$ cat src/rtl/game_pkg.sv
// rtl/game_pkg.sv - shared types, defaults and helpers for the game command sequencer
//   ctrl_mode_e : count-mode codes driven on control
//   seq_state_e : sequencer FSM states
//   game_cmd_t  : one queued command {load, init, mode, len}
package game_pkg;

  localparam int unsigned DEF_FIFO_DEPTH = 4;
  localparam int unsigned DEF_RST_CYCLES = 2;

  typedef enum logic [1:0] {
    UP1 = 2'b00,
    UP2 = 2'b01,
    DN1 = 2'b10,
    DN2 = 2'b11
  } ctrl_mode_e;

  typedef enum logic [1:0] {
    IDLE,
    LOAD,
    RUN,
    RESTART
  } seq_state_e;

  typedef struct packed {
    logic       load;
    logic [3:0] init;
    ctrl_mode_e mode;
    logic [7:0] len;
  } game_cmd_t;

  // RUN counts down to zero, so it is loaded with cycles-1; len=0 behaves as len=1.
  function automatic logic [7:0] run_cycles_m1(input logic [7:0] len);
    return (len == 8'd0) ? 8'd0 : len - 8'd1;
  endfunction

  function automatic logic [7:0] sat_inc8(input logic [7:0] v);
    return (v == 8'hFF) ? v : v + 8'd1;
  endfunction

endpackage

$ cat src/rtl/game_cmd_seq_if.sv
// rtl/game_cmd_seq_if.sv - command push bus between a command source and the sequencer
//   cmd_valid/cmd_ready : push handshake
//   cmd_load/cmd_init/cmd_mode/cmd_len : command fields
interface game_cmd_seq_if;

  logic       cmd_valid;
  logic       cmd_ready;
  logic       cmd_load;
  logic [3:0] cmd_init;
  logic [1:0] cmd_mode;
  logic [7:0] cmd_len;

  modport master (
    output cmd_valid, cmd_load, cmd_init, cmd_mode, cmd_len,
    input  cmd_ready
  );

  modport slave (
    input  cmd_valid, cmd_load, cmd_init, cmd_mode, cmd_len,
    output cmd_ready
  );

endinterface

$ cat src/rtl/game_cmd_fifo.sv
// rtl/game_cmd_fifo.sv - synchronous command FIFO with registered full/empty
//   clk, reset : clock, synchronous active-high reset
//   push/wdata : write when push and not full
//   pop/rdata  : rdata is the head; advanced when pop and not empty
//   full/empty : registered occupancy flags
module game_cmd_fifo
  import game_pkg::*;
#(
  parameter int unsigned DEPTH = DEF_FIFO_DEPTH
) (
  input  logic      clk,
  input  logic      reset,
  input  logic      push,
  input  game_cmd_t wdata,
  input  logic      pop,
  output game_cmd_t rdata,
  output logic      full,
  output logic      empty
);

  localparam int unsigned AW = $clog2(DEPTH);
  localparam logic [AW:0] DEPTH_W = (AW+1)'(DEPTH);

  logic [AW-1:0] wr_ptr_q, wr_ptr_d;
  logic [AW-1:0] rd_ptr_q, rd_ptr_d;
  logic [AW:0]   count_q, count_d;
  logic          full_q, full_d;
  logic          empty_q, empty_d;
  logic          push_fire, pop_fire;
  game_cmd_t     mem_q [DEPTH];
  game_cmd_t     mem_d [DEPTH];

  always_comb begin
    push_fire = push && !full_q;
    pop_fire  = pop && !empty_q;
    mem_d     = mem_q;
    wr_ptr_d  = wr_ptr_q;
    rd_ptr_d  = rd_ptr_q;
    count_d   = count_q;
    if (push_fire) begin
      mem_d[wr_ptr_q] = wdata;
      wr_ptr_d        = wr_ptr_q + AW'(1);
    end
    if (pop_fire) begin
      rd_ptr_d = rd_ptr_q + AW'(1);
    end
    // Simultaneous push and pop leaves occupancy unchanged.
    case ({push_fire, pop_fire})
      2'b10:   count_d = count_q + (AW+1)'(1);
      2'b01:   count_d = count_q - (AW+1)'(1);
      default: count_d = count_q;
    endcase
    full_d  = (count_d == DEPTH_W);
    empty_d = (count_d == '0);
  end

  always_ff @(posedge clk) begin
    if (reset) begin
      wr_ptr_q <= '0;
      rd_ptr_q <= '0;
      count_q  <= '0;
      full_q   <= 1'b0;
      empty_q  <= 1'b1;
    end else begin
      wr_ptr_q <= wr_ptr_d;
      rd_ptr_q <= rd_ptr_d;
      count_q  <= count_d;
      full_q   <= full_d;
      empty_q  <= empty_d;
    end
  end

  // Storage needs no reset: the pointers alone define which entries are valid.
  always_ff @(posedge clk) begin
    mem_q <= mem_d;
  end

  assign rdata = mem_q[rd_ptr_q];
  assign full  = full_q;
  assign empty = empty_q;

endmodule

$ cat src/rtl/game_cmd_seq.sv
// rtl/game_cmd_seq.sv - queues commands and sequences load/mode/restart to a game counter
//   clk, reset   : clock, synchronous active-high reset
//   cmd          : command push bus (slave side)
//   GAMEOVER     : game-over flag from the game counter
//   INIT_c/INIT_l: load strobe and load value
//   control      : count-mode code
//   game_reset   : game counter reset pulse
//   busy         : sequencer active or commands queued
//   gameover_cnt : saturating count of game-over restarts
module game_cmd_seq
  import game_pkg::*;
#(
  parameter int unsigned FIFO_DEPTH = DEF_FIFO_DEPTH,
  parameter int unsigned RST_CYCLES = DEF_RST_CYCLES
) (
  input  logic          clk,
  input  logic          reset,
  game_cmd_seq_if.slave cmd,
  input  logic          GAMEOVER,
  output logic          INIT_c,
  output logic [3:0]    INIT_l,
  output logic [1:0]    control,
  output logic          game_reset,
  output logic          busy,
  output logic [7:0]    gameover_cnt
);

  localparam int unsigned   RCW      = (RST_CYCLES > 1) ? $clog2(RST_CYCLES) : 1;
  localparam logic [RCW-1:0] RST_LAST = RCW'(RST_CYCLES - 1);

  seq_state_e     state_q, state_d;
  ctrl_mode_e     cur_mode_q, cur_mode_d;
  logic [7:0]     run_cnt_q, run_cnt_d;
  logic [RCW-1:0] rst_cnt_q, rst_cnt_d;
  logic           init_c_q, init_c_d;
  logic [3:0]     init_l_q, init_l_d;
  ctrl_mode_e     control_q, control_d;
  logic           game_reset_q, game_reset_d;
  logic           busy_q, busy_d;
  logic [7:0]     go_cnt_q, go_cnt_d;

  game_cmd_t      fifo_wdata, fifo_head;
  logic           fifo_full, fifo_empty, fifo_pop;
  logic           push_fire, go_restart;

  always_comb begin
    fifo_wdata.load = cmd.cmd_load;
    fifo_wdata.init = cmd.cmd_init;
    fifo_wdata.mode = ctrl_mode_e'(cmd.cmd_mode);
    fifo_wdata.len  = cmd.cmd_len;
  end

  game_cmd_fifo #(
    .DEPTH (FIFO_DEPTH)
  ) u_fifo (
    .clk   (clk),
    .reset (reset),
    .push  (cmd.cmd_valid),
    .wdata (fifo_wdata),
    .pop   (fifo_pop),
    .rdata (fifo_head),
    .full  (fifo_full),
    .empty (fifo_empty)
  );

  assign cmd.cmd_ready = !fifo_full;
  assign push_fire     = cmd.cmd_valid && !fifo_full;

  always_comb begin
    state_d      = state_q;
    cur_mode_d   = cur_mode_q;
    run_cnt_d    = run_cnt_q;
    rst_cnt_d    = rst_cnt_q;
    init_c_d     = 1'b0;
    init_l_d     = init_l_q;
    control_d    = control_q;
    game_reset_d = 1'b0;
    go_cnt_d     = go_cnt_q;
    fifo_pop     = 1'b0;

    // Game-over wins over any pop/load/run step this cycle; RESTART ignores it.
    go_restart = GAMEOVER && (state_q != RESTART);

    if (go_restart) begin
      state_d      = RESTART;
      game_reset_d = 1'b1;
      rst_cnt_d    = RST_LAST;
      go_cnt_d     = sat_inc8(go_cnt_q);
    end else begin
      case (state_q)
        IDLE: begin
          if (!fifo_empty) begin
            fifo_pop   = 1'b1;
            cur_mode_d = fifo_head.mode;
            run_cnt_d  = run_cycles_m1(fifo_head.len);
            if (fifo_head.load) begin
              state_d  = LOAD;
              init_c_d = 1'b1;
              init_l_d = fifo_head.init;
            end else begin
              state_d   = RUN;
              control_d = fifo_head.mode;
            end
          end
        end
        LOAD: begin
          state_d   = RUN;
          control_d = cur_mode_q;
        end
        RUN: begin
          if (run_cnt_q == 8'd0) begin
            state_d = IDLE;
          end else begin
            run_cnt_d = run_cnt_q - 8'd1;
          end
        end
        RESTART: begin
          if (rst_cnt_q == '0) begin
            state_d = IDLE;
          end else begin
            game_reset_d = 1'b1;
            rst_cnt_d    = rst_cnt_q - RCW'(1);
          end
        end
        default: state_d = IDLE;
      endcase
    end

    // A pop always leaves IDLE, so next-cycle emptiness only matters without one.
    busy_d = (state_d != IDLE) || !fifo_empty || push_fire;
  end

  always_ff @(posedge clk) begin
    if (reset) begin
      state_q      <= IDLE;
      cur_mode_q   <= UP1;
      run_cnt_q    <= '0;
      rst_cnt_q    <= '0;
      init_c_q     <= 1'b0;
      init_l_q     <= '0;
      control_q    <= UP1;
      game_reset_q <= 1'b0;
      busy_q       <= 1'b0;
      go_cnt_q     <= '0;
    end else begin
      state_q      <= state_d;
      cur_mode_q   <= cur_mode_d;
      run_cnt_q    <= run_cnt_d;
      rst_cnt_q    <= rst_cnt_d;
      init_c_q     <= init_c_d;
      init_l_q     <= init_l_d;
      control_q    <= control_d;
      game_reset_q <= game_reset_d;
      busy_q       <= busy_d;
      go_cnt_q     <= go_cnt_d;
    end
  end

  assign INIT_c       = init_c_q;
  assign INIT_l       = init_l_q;
  assign control      = control_q;
  assign game_reset   = game_reset_q;
  assign busy         = busy_q;
  assign gameover_cnt = go_cnt_q;

endmodule

$ cat src/flat_wrapper.sv
// flat-port wrapper written by rule: the top's interface ports become plain ports
module game_cmd_seq_flat import game_pkg::*;
#(
  parameter int unsigned FIFO_DEPTH = DEF_FIFO_DEPTH,
  parameter int unsigned RST_CYCLES = DEF_RST_CYCLES
)
  (clk, reset, GAMEOVER, INIT_c, INIT_l, control, game_reset, busy, gameover_cnt, cmd_cmd_valid, cmd_cmd_load, cmd_cmd_init, cmd_cmd_mode, cmd_cmd_len, cmd_cmd_ready);
  game_cmd_seq_if cmd_i ();
  input  logic clk;
  input  logic reset;
  input  logic GAMEOVER;
  output logic INIT_c;
  output logic [3:0] INIT_l;
  output logic [1:0] control;
  output logic game_reset;
  output logic busy;
  output logic [7:0] gameover_cnt;
  input wire logic [$bits(cmd_i.cmd_valid)-1:0] cmd_cmd_valid;
  input wire logic [$bits(cmd_i.cmd_load)-1:0] cmd_cmd_load;
  input wire logic [$bits(cmd_i.cmd_init)-1:0] cmd_cmd_init;
  input wire logic [$bits(cmd_i.cmd_mode)-1:0] cmd_cmd_mode;
  input wire logic [$bits(cmd_i.cmd_len)-1:0] cmd_cmd_len;
  output wire logic [$bits(cmd_i.cmd_ready)-1:0] cmd_cmd_ready;
  assign cmd_i.cmd_valid = cmd_cmd_valid;
  assign cmd_i.cmd_load = cmd_cmd_load;
  assign cmd_i.cmd_init = cmd_cmd_init;
  assign cmd_i.cmd_mode = cmd_cmd_mode;
  assign cmd_i.cmd_len = cmd_cmd_len;
  assign cmd_cmd_ready = cmd_i.cmd_ready;
  game_cmd_seq #(.FIFO_DEPTH(FIFO_DEPTH), .RST_CYCLES(RST_CYCLES)) u_core (.clk(clk), .reset(reset), .cmd(cmd_i), .GAMEOVER(GAMEOVER), .INIT_c(INIT_c), .INIT_l(INIT_l), .control(control), .game_reset(game_reset), .busy(busy), .gameover_cnt(gameover_cnt));
endmodule
$ cat config.mk
export PLATFORM = sky130hd
export DESIGN_NAME = game_cmd_seq_flat
export DESIGN_NICKNAME = d
export VERILOG_FILES = /design/src/rtl/game_pkg.sv /design/src/rtl/game_cmd_seq_if.sv /design/src/rtl/game_cmd_fifo.sv /design/src/rtl/game_cmd_seq.sv /design/src/flat_wrapper.sv
export SDC_FILE = /design/constraint.sdc
export NUM_CORES = 1
export LEC_CHECK = 0
export CAP_MARGIN = 20
export CORE_MARGIN = 2
export CORE_UTILIZATION = 30
export DETAILED_ROUTE_END_ITERATION = 8
export GPL_TIMING_DRIVEN = 0
export PLACE_DENSITY_LB_ADDON = 0.12
export SETUP_SLACK_MARGIN = 0.02
export SLEW_MARGIN = 5
export SYNTH_ARGS = -nofsm -noshare
export SYNTH_HDL_FRONTEND = slang
export SYNTH_SLANG_ARGS = --single-unit
$ cat constraint.sdc
create_clock -name clk -period 4 [get_ports clk]
set_clock_uncertainty 0.2 [all_clocks]
set_input_delay 0.4 -clock clk [delete_from_list [all_inputs] [get_ports clk]]
set_output_delay 0.4 -clock clk [all_outputs]
set_load 0.02 [all_outputs]
# Yosys cells after proc, flatten, opt, wreduce, memory -nomap -nowiden
# Index checks and enable logic that the tools add are counted.
[word_totals]
out_inout_bits = 18
regBits = 99
word_cells = 111
in_bits = 19
[op_classes]
eq_ne = 11
bitwise_logic = 6
reduce_logical = 22
add_sub_neg = 8
order_cmp = 3
muxes = 30
[op_table]
columns = ["cell", "count"]
rows = [
  ["bitwise mux 60 bit", 1],
  ["two-way mux 15 bit", 3],
  ["binary-select mux 15 bit (select 2 bit)", 1],
  ["demux 15 bit (select 2 bit)", 1],
  ["two-way mux 8 bit", 3],
  ["zero test 8 bit", 2],
  ["case mux 8 bit (2 select lines)", 1],
  ["subtractor 8 x 1 -> 8 bit, second input constant", 2],
  ["two-way mux 2 bit", 7],
  ["AND reduction 4 bit", 3],
  ["two-way mux 1 bit", 10],
  ["adder 8 x 1 -> 8 bit, second input constant", 1],
  ["== test 8 bit, second input constant", 1],
  ["inequality test 2 bit, second input constant", 4],
  ["case mux 2 bit (4 select lines)", 1],
  ["nonzero test 2 bit", 4],
  ["== test 2 bit, second input constant", 3],
  ["greater-or-equal comparator 3 bit, second input constant", 2],
  ["inverter 2 -> 3 bit", 2],
  ["case mux 3 bit (2 select lines)", 1],
  ["adder 2 x 1 -> 2 bit, second input constant", 2],
  ["== test 2 x 1 -> 1 bit, second input constant", 2],
  ["logical AND 1 bit", 4],
  ["inverter 1 bit", 4],
  ["other kinds (13)", 15],
]

# Depth between registers and ports, before layout
# Gate-level depths: netlist of run 1.
[depth]
ltp_word = 11
depth_mapped = 11
depth_no_buf = 10

# Cells and area by module
# A second synthesis of run 1 with hierarchy kept.
[unflattened]
hier_cells = 328
area_unflattened_um2 = 4359.2
[by_module_without_submodules]
columns = ["module", "n_inst", "area_per_inst_um2", "cells_each", "seq_area_each_um2"]
rows = [
  ["game_cmd_fifo", 1, 2702.6, 134, 1981.9],
  ["game_cmd_seq", 1, 1656.6, 194, 600.6],
]

# Least setup slack after synthesis of run 1
# No wires, ideal clock.
[synth_timing]
path_kind = "register to register"
startpoint = "reg u_core.state_q[1]"
endpoint = "reg u_core.u_fifo.empty_q (netlist: u_core.u_fifo.empty)"
n_path_buf = 1
setup_time_ns = 0.070
t_arrival_ns = 2.316
stages_incl_launch_ff = 11
required_time_ns = 3.730
slack_ns = 1.414
synth_period_minus_slack_ns = 2.586
path_cell_list = "dfxtp_1 > clkbuf_1 > nor4_2 > ha_1 > inv_1 > fa_1 > xor2_1 > nor2_1 > xnor2_1 > nor2_1 > a21oi_1"
[synth_via]
elab_chain_len = 7
word_cells_on_any_way = 10
classes_between = "eq/ne (3); mux (3); reduce/logical (4)"
[synth_rtl]
columns = ["item", "line_no", "text"]
rows = [
  ["from (decl)", "game_cmd_seq.sv:31", "seq_state_e state_q, state_d;"],
  ["from (signal assigned)", "game_cmd_seq.sv:146", "state_q <= state_d;"],
  ["zero test 2 bit or inequality test 2 bit (tied branches)", "game_cmd_seq.sv:90, game_cmd_seq.sv:82", ""],
  ["two-way mux 1 bit or logical AND 1 bit (tied branches)", "game_cmd_seq.sv:90, game_cmd_seq.sv:82", ""],
  ["two-way mux 1 bit *", "game_cmd_seq.sv:84", "if (go_restart) begin"],
  ["logical AND 1 bit *", "game_cmd_fifo.sv:35", "pop_fire = pop && !empty_q;"],
  ["named net u_core.u_fifo.pop_fire", "game_cmd_fifo.sv:29", "logic push_fire, pop_fire;"],
  ["== test 2 x 1 -> 1 bit or == test 2 bit (tied branches)", "game_cmd_fifo.sv:48", "case ({push_fire, pop_fire})"],
  ["case mux 3 bit (2 select lines) *", "game_cmd_fifo.sv:48", ""],
  ["zero test 3 bit *", "game_cmd_fifo.sv:54", "empty_d = (count_d == '0);"],
  ["to (signal assigned)", "game_cmd_fifo.sv:69", "empty_q <= empty_d;"],
  ["to (decl)", "game_cmd_fifo.sv:28", "logic empty_q, empty_d;"],
]
# The timed path passes the listed nets; every way through them passes the cells marked *.
# A chain may end at the register's enable or synchronous reset.

# Worst setup path after layout of run 1
# Ends and elaborated chain as after synthesis.

==> results.md, run 1 <==
* # rows at 43
* R2R depth at 10
* TNS Setup at 0 ns
* Clk sinks at 99
* Fin nets at 395
* Synth Register Bits at 99
* Syn_area_per_cell at 13.4 um^2
* DP Wirelength at 5620 um
* CTS resizes at 0
* Reg-to-reg endpoint: u_core.u_fifo.empty
* Worst-Skew Late Latency at 0.34 ns
* Hold EP: u_core.rst_cnt_q
* Synthesis-to-layout area growth at 21.5%
* Net load switching power at 0.658 mW
* Final setup fails at 0
* Post-route ant nets at 0
* Post-CTS Setup Bufs at 0
* Die extent in y at 123 um
* Grt met3 use at 3.14%
* GRT Total Usage at 12.2%
* HP Start: reset
* Layout fillers at 1,372
* Path type of the worst setup path: flop to flop
* Die X at 123 um
* Pre-CTS WS at 0.532 ns
* Congestion Overflow GR at 0
* First-pass GRT wire length at 13,700 um
* DR pass1 iterations at 4
* DR WL/cell at 15.2 um
* IO buf count at 35
* Diodes inserted at 0
* Complex-gate fraction of the synthesized area at 6.84%
* Htree depth at 3
* Detailed router's first-iteration violation count at 105
* Final Cycle Share at 76.3%
* LEAKAGE at 1.81 nW
* Clk buf depth at 2
* Crit path launch type: flop
* Synth unique cells at 50
* Sequential share of the synthesized area at 60.6%
* Syn nets at 349
* Largest family of logic cells by synthesized area: multiplexers
* Pwr Total at 2.61 mW
* Synth Cell Area at 0.00426 mm^2
* RSZ-0062 raised after global routing: no
* Starting Density at 30.7%
* Worst Hold Class: input port to flop
* Final GP Congestion at 0.779
* Slowest cell on the critical path: nor4_2
* Slew at the pin closest to its max-slew limit at 0.963 ns
* WHS at 0.243 ns
* Met2 Use GR at 19.2%
* R2r setup slk at 0.95 ns
* Final Util at 37.3%
* Hold Violations, Final at 0
* Synth Area in Simple Gates at 10.5%
* Max-cap check violation count at 0
* F_max at 328 MHz
* Crit Path Max Fanout at 10
* DRC at 0
* Slew Limit Fails at 0
* Met1 usage at 15.7%
* Final worst slack at 0.948 ns
* Max_slew headroom at 35.3%
* Vias in the first global route at 2,652
* Critical Path AT at 3.13 ns
* Part of the power in combinational logic at 16.2%
* Ys Warns at 0
* Layout cells sized above 1 at 8.92%
* Worst EP required at 4.08 ns
* Clock Tree Root: clkbuf_16
* Crit-path most repeated cell: nor2_1
* Outcome: completed
* Cell Chain, Critical Path: clkbuf_1 -> nor4_2 -> ha_1 -> inv_1 -> fa_1 -> xor2_1 -> nor2_1 -> xnor2_1 -> nor2_1 -> a21oi_1
* Post-synthesis mux area share at 11.5%
* Syn Inst Count at 319
* Clock transition at path regs at 0.07 ns
* Yosys top cell area share at 42.3%
* Initial antenna violation count at 0
* Crit path time final at 3.05 ns
* Area of the core at 0.0139 mm^2
* Adder-cell share of the synthesized area at 3.41%
* TritonCTS clock tree: built
* Clock power share at 37.9%
* Most frequent cells in the layout: edfxtp_1 (60), dfxtp_1 (39), nor2_1 (38), clkdlybuf4s50_1 (35), inv_1 (18)
* Top cells by area, synth: edfxtp_1 (42%), dfxtp_1 (18%), mux4_1 (4.9%), mux4_2 (3.7%), nor2_1 (3.3%)
* Commonest non-fill, non-tap cell in the layout: edfxtp_1
* IR drop worst, VDD at 0.225 mV
* Post-Synth XOR/XNOR Area at 3.70%
* Total CTS buffers at 9
* Int Pwr at 1.96 mW
* # IOs at 37
* Global routing's busiest layer: met2
* Vias at 2,563
* Die Footprint at 0.0152 mm^2
* WHS Path Cells at 2
* Switching share of power at 25.2%
* Largest net degree at the start of global routing at 17
* Setup crit end kind: flop
* DR vias/cell at 4.66
* Routed WL at 8380 um
* Power Density at 505 mW/mm^2
* Leading area contributor after synthesis: edfxtp_1
* Crit path largest cell delay at 0.90 ns
* Reg-to-reg startpoint: u_core.state_q[1]
* Register share of total power at 45.9%
* CTS Hold Bufs at 0
-- registers in the layout, indices dropped and copies added (netlist names), 2 cells and up --
register,count
u_core.cur_mode_q,2
u_core.gameover_cnt,8
u_core.u_fifo.rd_ptr_q,2
u_core.u_fifo.mem_q,60
u_core.u_fifo.wr_ptr_q,2
u_core.run_cnt_q,8
u_core.u_fifo.count_q,3
u_core.state_q,2
u_core.control,2
u_core.INIT_l,4
-- power by group through the flow --
stage	clock [mW]	combinational, mW	sequential [mW]
6_report	0.991	0.423	1.20
3_3_place_gp	0	0.425	1.22
5_1_grt	1.06	0.478	1.21
2_1_floorplan	0	0.303	1.22
4_1_cts	1.02	0.431	1.20
3_5_place_dp	0	0.428	1.22
-- per-stage QoR --
step                      cell area, um^2  cells
after floorplan                      4260    319
after global placement               4840    534
after detailed placement             4840    534
after CTS                            5180    550
after global routing                 5180    550
final                                5180    550
-- synth_stat cells, drive strengths merged --
library cell,n
ha,10
dfxtp,39
or2,1
a41oi,1
or4,1
o31a,1
nor3,6
nand3,3
a211oi,2
nor2,38
a31oi,5
nand2b,2
inv,18
clkbuf,9
a22oi,2
mux2,2
nor4,4
xnor2,6
buf,4
nor4b,1
nand2,13
mux2i,10
edfxtp,60
o21ai,11
and3,2
nor2b,2
o21a,1
a221oi,1
nor3b,3
and2,5
fa,1
mux4,15
a21oi,14
o31ai,1
nand4,6
xor2,12
a32oi,1
o22ai,1
o211ai,1
o41ai,1
a21boi,3
-- final cells by class --
type                            count  area (um^2)  share of cell area [%]
Inverter                           18         67.6                    1.30
Clock buffer                       10          229                    4.42
Tap cell                          180          225                    4.35
Clock inverter                      6          113                    2.17
Buffer                             13         77.6                    1.50
Sequential cell                    99         2580                    49.9
Multi-Input combinational cell    189         1530                    29.6
Timing Repair Buffer               35          350                    6.77
-- per-layer routing --
layer	vias up	part of all wire, %
li1	1273	-
met1	1242	48
met2	38	46
met3	10	3.6
met4	0	1.8
met5	-	0
-- critical path, delay by kind of cell (launching register included) --
kind | cells | cell delay, ns
compound gates | 1 | 0.12
fa+ha+maj | 2 | 0.69
xor+xnor | 2 | 0.30
flops | 1 | 0.30
simple gates | 3 | 1.10
buf+inv | 2 | 0.27
-- how the worst max path moves through the flow --
| stage | depth (start not counted) | slack (ns) | endpoint | startpoint |
|---|---|---|---|---|
| 2_1_floorplan | 10 | 1.41 | u_core.u_fifo.empty | u_core.state_q[1] |
| 3_3_place_gp | 10 | 0.57 | u_core.u_fifo.empty | GAMEOVER |
| 3_5_place_dp | 10 | 0.53 | u_core.u_fifo.empty | GAMEOVER |
| 4_1_cts | 10 | 0.86 | u_core.u_fifo.empty | u_core.state_q[1] |
| 5_1_grt | 10 | 0.69 | u_core.u_fifo.empty | u_core.state_q[1] |
| 6_report | 10 | 0.95 | u_core.u_fifo.empty | u_core.state_q[1] |
-- cell families (layout without fill, tap and decap cells) --
kind of cell    after synthesis  in the layout
buf+inv                      31             82
mux                          27             27
xor+xnor                     18             18
compound gates               46             46
fa+ha+maj                    11             11
simple gates                 87             87
flops                        99             99
Note: power is estimated with default switching activity, not from simulation.
==> inputs of run 2 (changes only) <==
==> constraint.sdc (replaced) <==
create_clock -name clk -period 2.85 [get_ports clk]
set_clock_uncertainty 0.2 [all_clocks]
set_input_delay 0.285 -clock clk [delete_from_list [all_inputs] [get_ports clk]]
set_output_delay 0.285 -clock clk [all_outputs]
set_load 0.02 [all_outputs]
==> run 2 against run 1 <==
Power grew 41%. Global-route usage is the same. Sequential share of layout area shrank 0.25 points. Count of clock-buffer cells in the layout is the same. Flip-flop and latch count is the same. First-iteration DRC count grew 17%. Critical endpoint is now u_core.run_cnt_q[0]. Largest cell class unchanged.
==> results.md, run 2 (same netlist as run 1, synthesis figures left out) <==
* Synthesis-to-layout area growth at 22.2%
* Crit Path Max Fanout at 10
* Multi-input gate area at 0.00154 mm^2
* Pre-CTS WS at -0.503 ns
* IO buf count at 35
* Layout fillers at 1,369
* Outcome: completed
* R2r setup slk at 0.25 ns
* Die X at 123 um
* DRC at 0
* Cell Chain, Critical Path: buf_6 -> buf_12 -> mux4_2 -> inv_1 -> ha_1 -> nor3b_1 -> a21oi_2 -> a221oi_2 -> a211oi_1
* Fin nets at 397
* GRT Total Usage at 12.2%
* # rows at 43
* Crit path time final at 2.60 ns
* Worst-Skew Late Latency at 0.34 ns
* HP Start: reset
* Die extent in y at 123 um
* IR drop worst, VDD at 0.315 mV
* Power Density at 707 mW/mm^2
* Register Area at 0.00258 mm^2
* RSZ-0062 raised after global routing: no
* Routed WL at 8400 um
* Pwr Total at 3.68 mW
* CTS Hold Bufs at 0
* Commonest non-fill, non-tap cell in the layout: edfxtp_1
* Htree depth at 3
* Detailed router's first-iteration violation count at 123
* Total CTS buffers at 9
* Starting Density at 30.7%
* Diodes inserted at 0
* Path type of the worst setup path: flop to flop
* Slew at the pin closest to its max-slew limit at 0.943 ns
* # IOs at 37
* Final Util at 37.5%
* Final worst slack at 0.249 ns
* Largest net degree at the start of global routing at 17
* Max-cap check violation count at 0
* DP Wirelength at 5620 um
* Worst Hold Class: input port to flop
* WHS Path Cells at 2
* Max_slew headroom at 37.1%
* DP Area at 0.00484 mm^2
* Slowest cell on the critical path: mux4_2
* DR WL/cell at 15.2 um
* Area of the core at 0.0139 mm^2
* Die Footprint at 0.0152 mm^2
* Layout cells sized above 1 at 9.95%
* DR vias/cell at 4.66
* Crit path launch type: flop
* Final setup fails at 0
* F_max at 384 MHz
* Vias at 2,572
* Clock Tree Root: clkbuf_16
* Post-route ant nets at 0
* Setup crit end kind: flop
* Hold Violations, Final at 0
* Non-Filler Instances at 552
* Largest Register: u_core.u_fifo.mem_q
* Worst EP required at 2.85 ns
* Max reg flops at 60
* LEAKAGE at 1.83 nW
* DR pass1 iterations at 4
* TritonCTS clock tree: built
* Vias in the first global route at 2,658
* Reg-to-reg startpoint: u_core.u_fifo.rd_ptr_q[0]
* CP top delay family: multiplexers
* Slew Limit Fails at 0
* Reg-to-reg endpoint: u_core.run_cnt_q[0]
* TNS Setup at 0 ns
* WHS at 0.125 ns
* Crit path largest cell delay at 0.56 ns
* Final GP Congestion at 0.779
* Hold EP: u_core.u_fifo.count_q[2]
* Critical Path AT at 2.60 ns
* Cell area after layout at 0.00521 mm^2
* Clk sinks at 99
* WP buf/inv at 3
* Cells after DPL at 534
* Most frequent cells in the layout: edfxtp_1 (60), nor2_1 (38), dfxtp_1 (38), clkdlybuf4s50_1 (35), inv_1 (18)
* First-pass GRT wire length at 13,700 um
* Clock transition at path regs at 0.07 ns
* Initial antenna violation count at 0
* Clk buf depth at 2
* Congestion Overflow GR at 0
* Final Cycle Share at 91.3%
* R2R depth at 9
[run 2: cell types whose count changed in the layout (fill, tap and decap cells not counted)]
cell      previous run  this run
buf_4                1         4
clkbuf_1            10         9
dfxtp_1             39        38
dfxtp_2              0         1
nor4_2               1         0
nor4_4               1         2
[run 2: where the power goes]
group	switching (mW)	leakage [nW]	internal, mW	total, mW
Sequential	0.0632	0.870	1.62	1.69
Clock	0.529	0.162	0.862	1.39
Combinational	0.335	0.796	0.267	0.602
[run 2: metal layers]
| layer | GRT usage [%] | wire length (um) |
|---|---|---|
| met5 | 0 | 0 |
| met4 | 5.68 | 160 |
| met3 | 3.14 | 309 |
| met2 | 19.3 | 3880 |
| met1 | 15.7 | 4050 |
[run 2: area by class of cell]
cell class	instances	share of cell area, %
plain buffers	12	1.42
clock buffers	10	4.40
clock inverters	6	2.16
inverters	18	1.30
multi-input cells	189	29.6
flip-flops and latches	99	49.6
well taps	180	4.33
repair buffers	38	7.16
[run 2: repair_timing]
item | CTS | global route
pin swaps | 1 | 1
resized for setup | 1 | 1
setup buffers | 0 | 3
cloned | 0 | 0
endpoints found under the hold margin | 0 | 0
setup endpoints to repair | 4 | 9
[run 2: how the worst max path moves through the flow]
stage / start / end / slack [ns] / depth (start not counted)
final: u_core.u_fifo.rd_ptr_q[0] / u_core.run_cnt_q[0] / 0.25 / 9
after global routing: u_core.u_fifo.rd_ptr_q[0] / u_core.run_cnt_q[0] / 0.04 / 9
after CTS: u_core.state_q[0] / u_core.u_fifo.empty / 0.03 / 10
after detailed placement: GAMEOVER / u_core.u_fifo.empty / -0.50 / 10
after global placement: GAMEOVER / u_core.u_fifo.empty / -0.47 / 10
after floorplan: u_core.state_q[1] / u_core.u_fifo.empty / 0.26 / 10
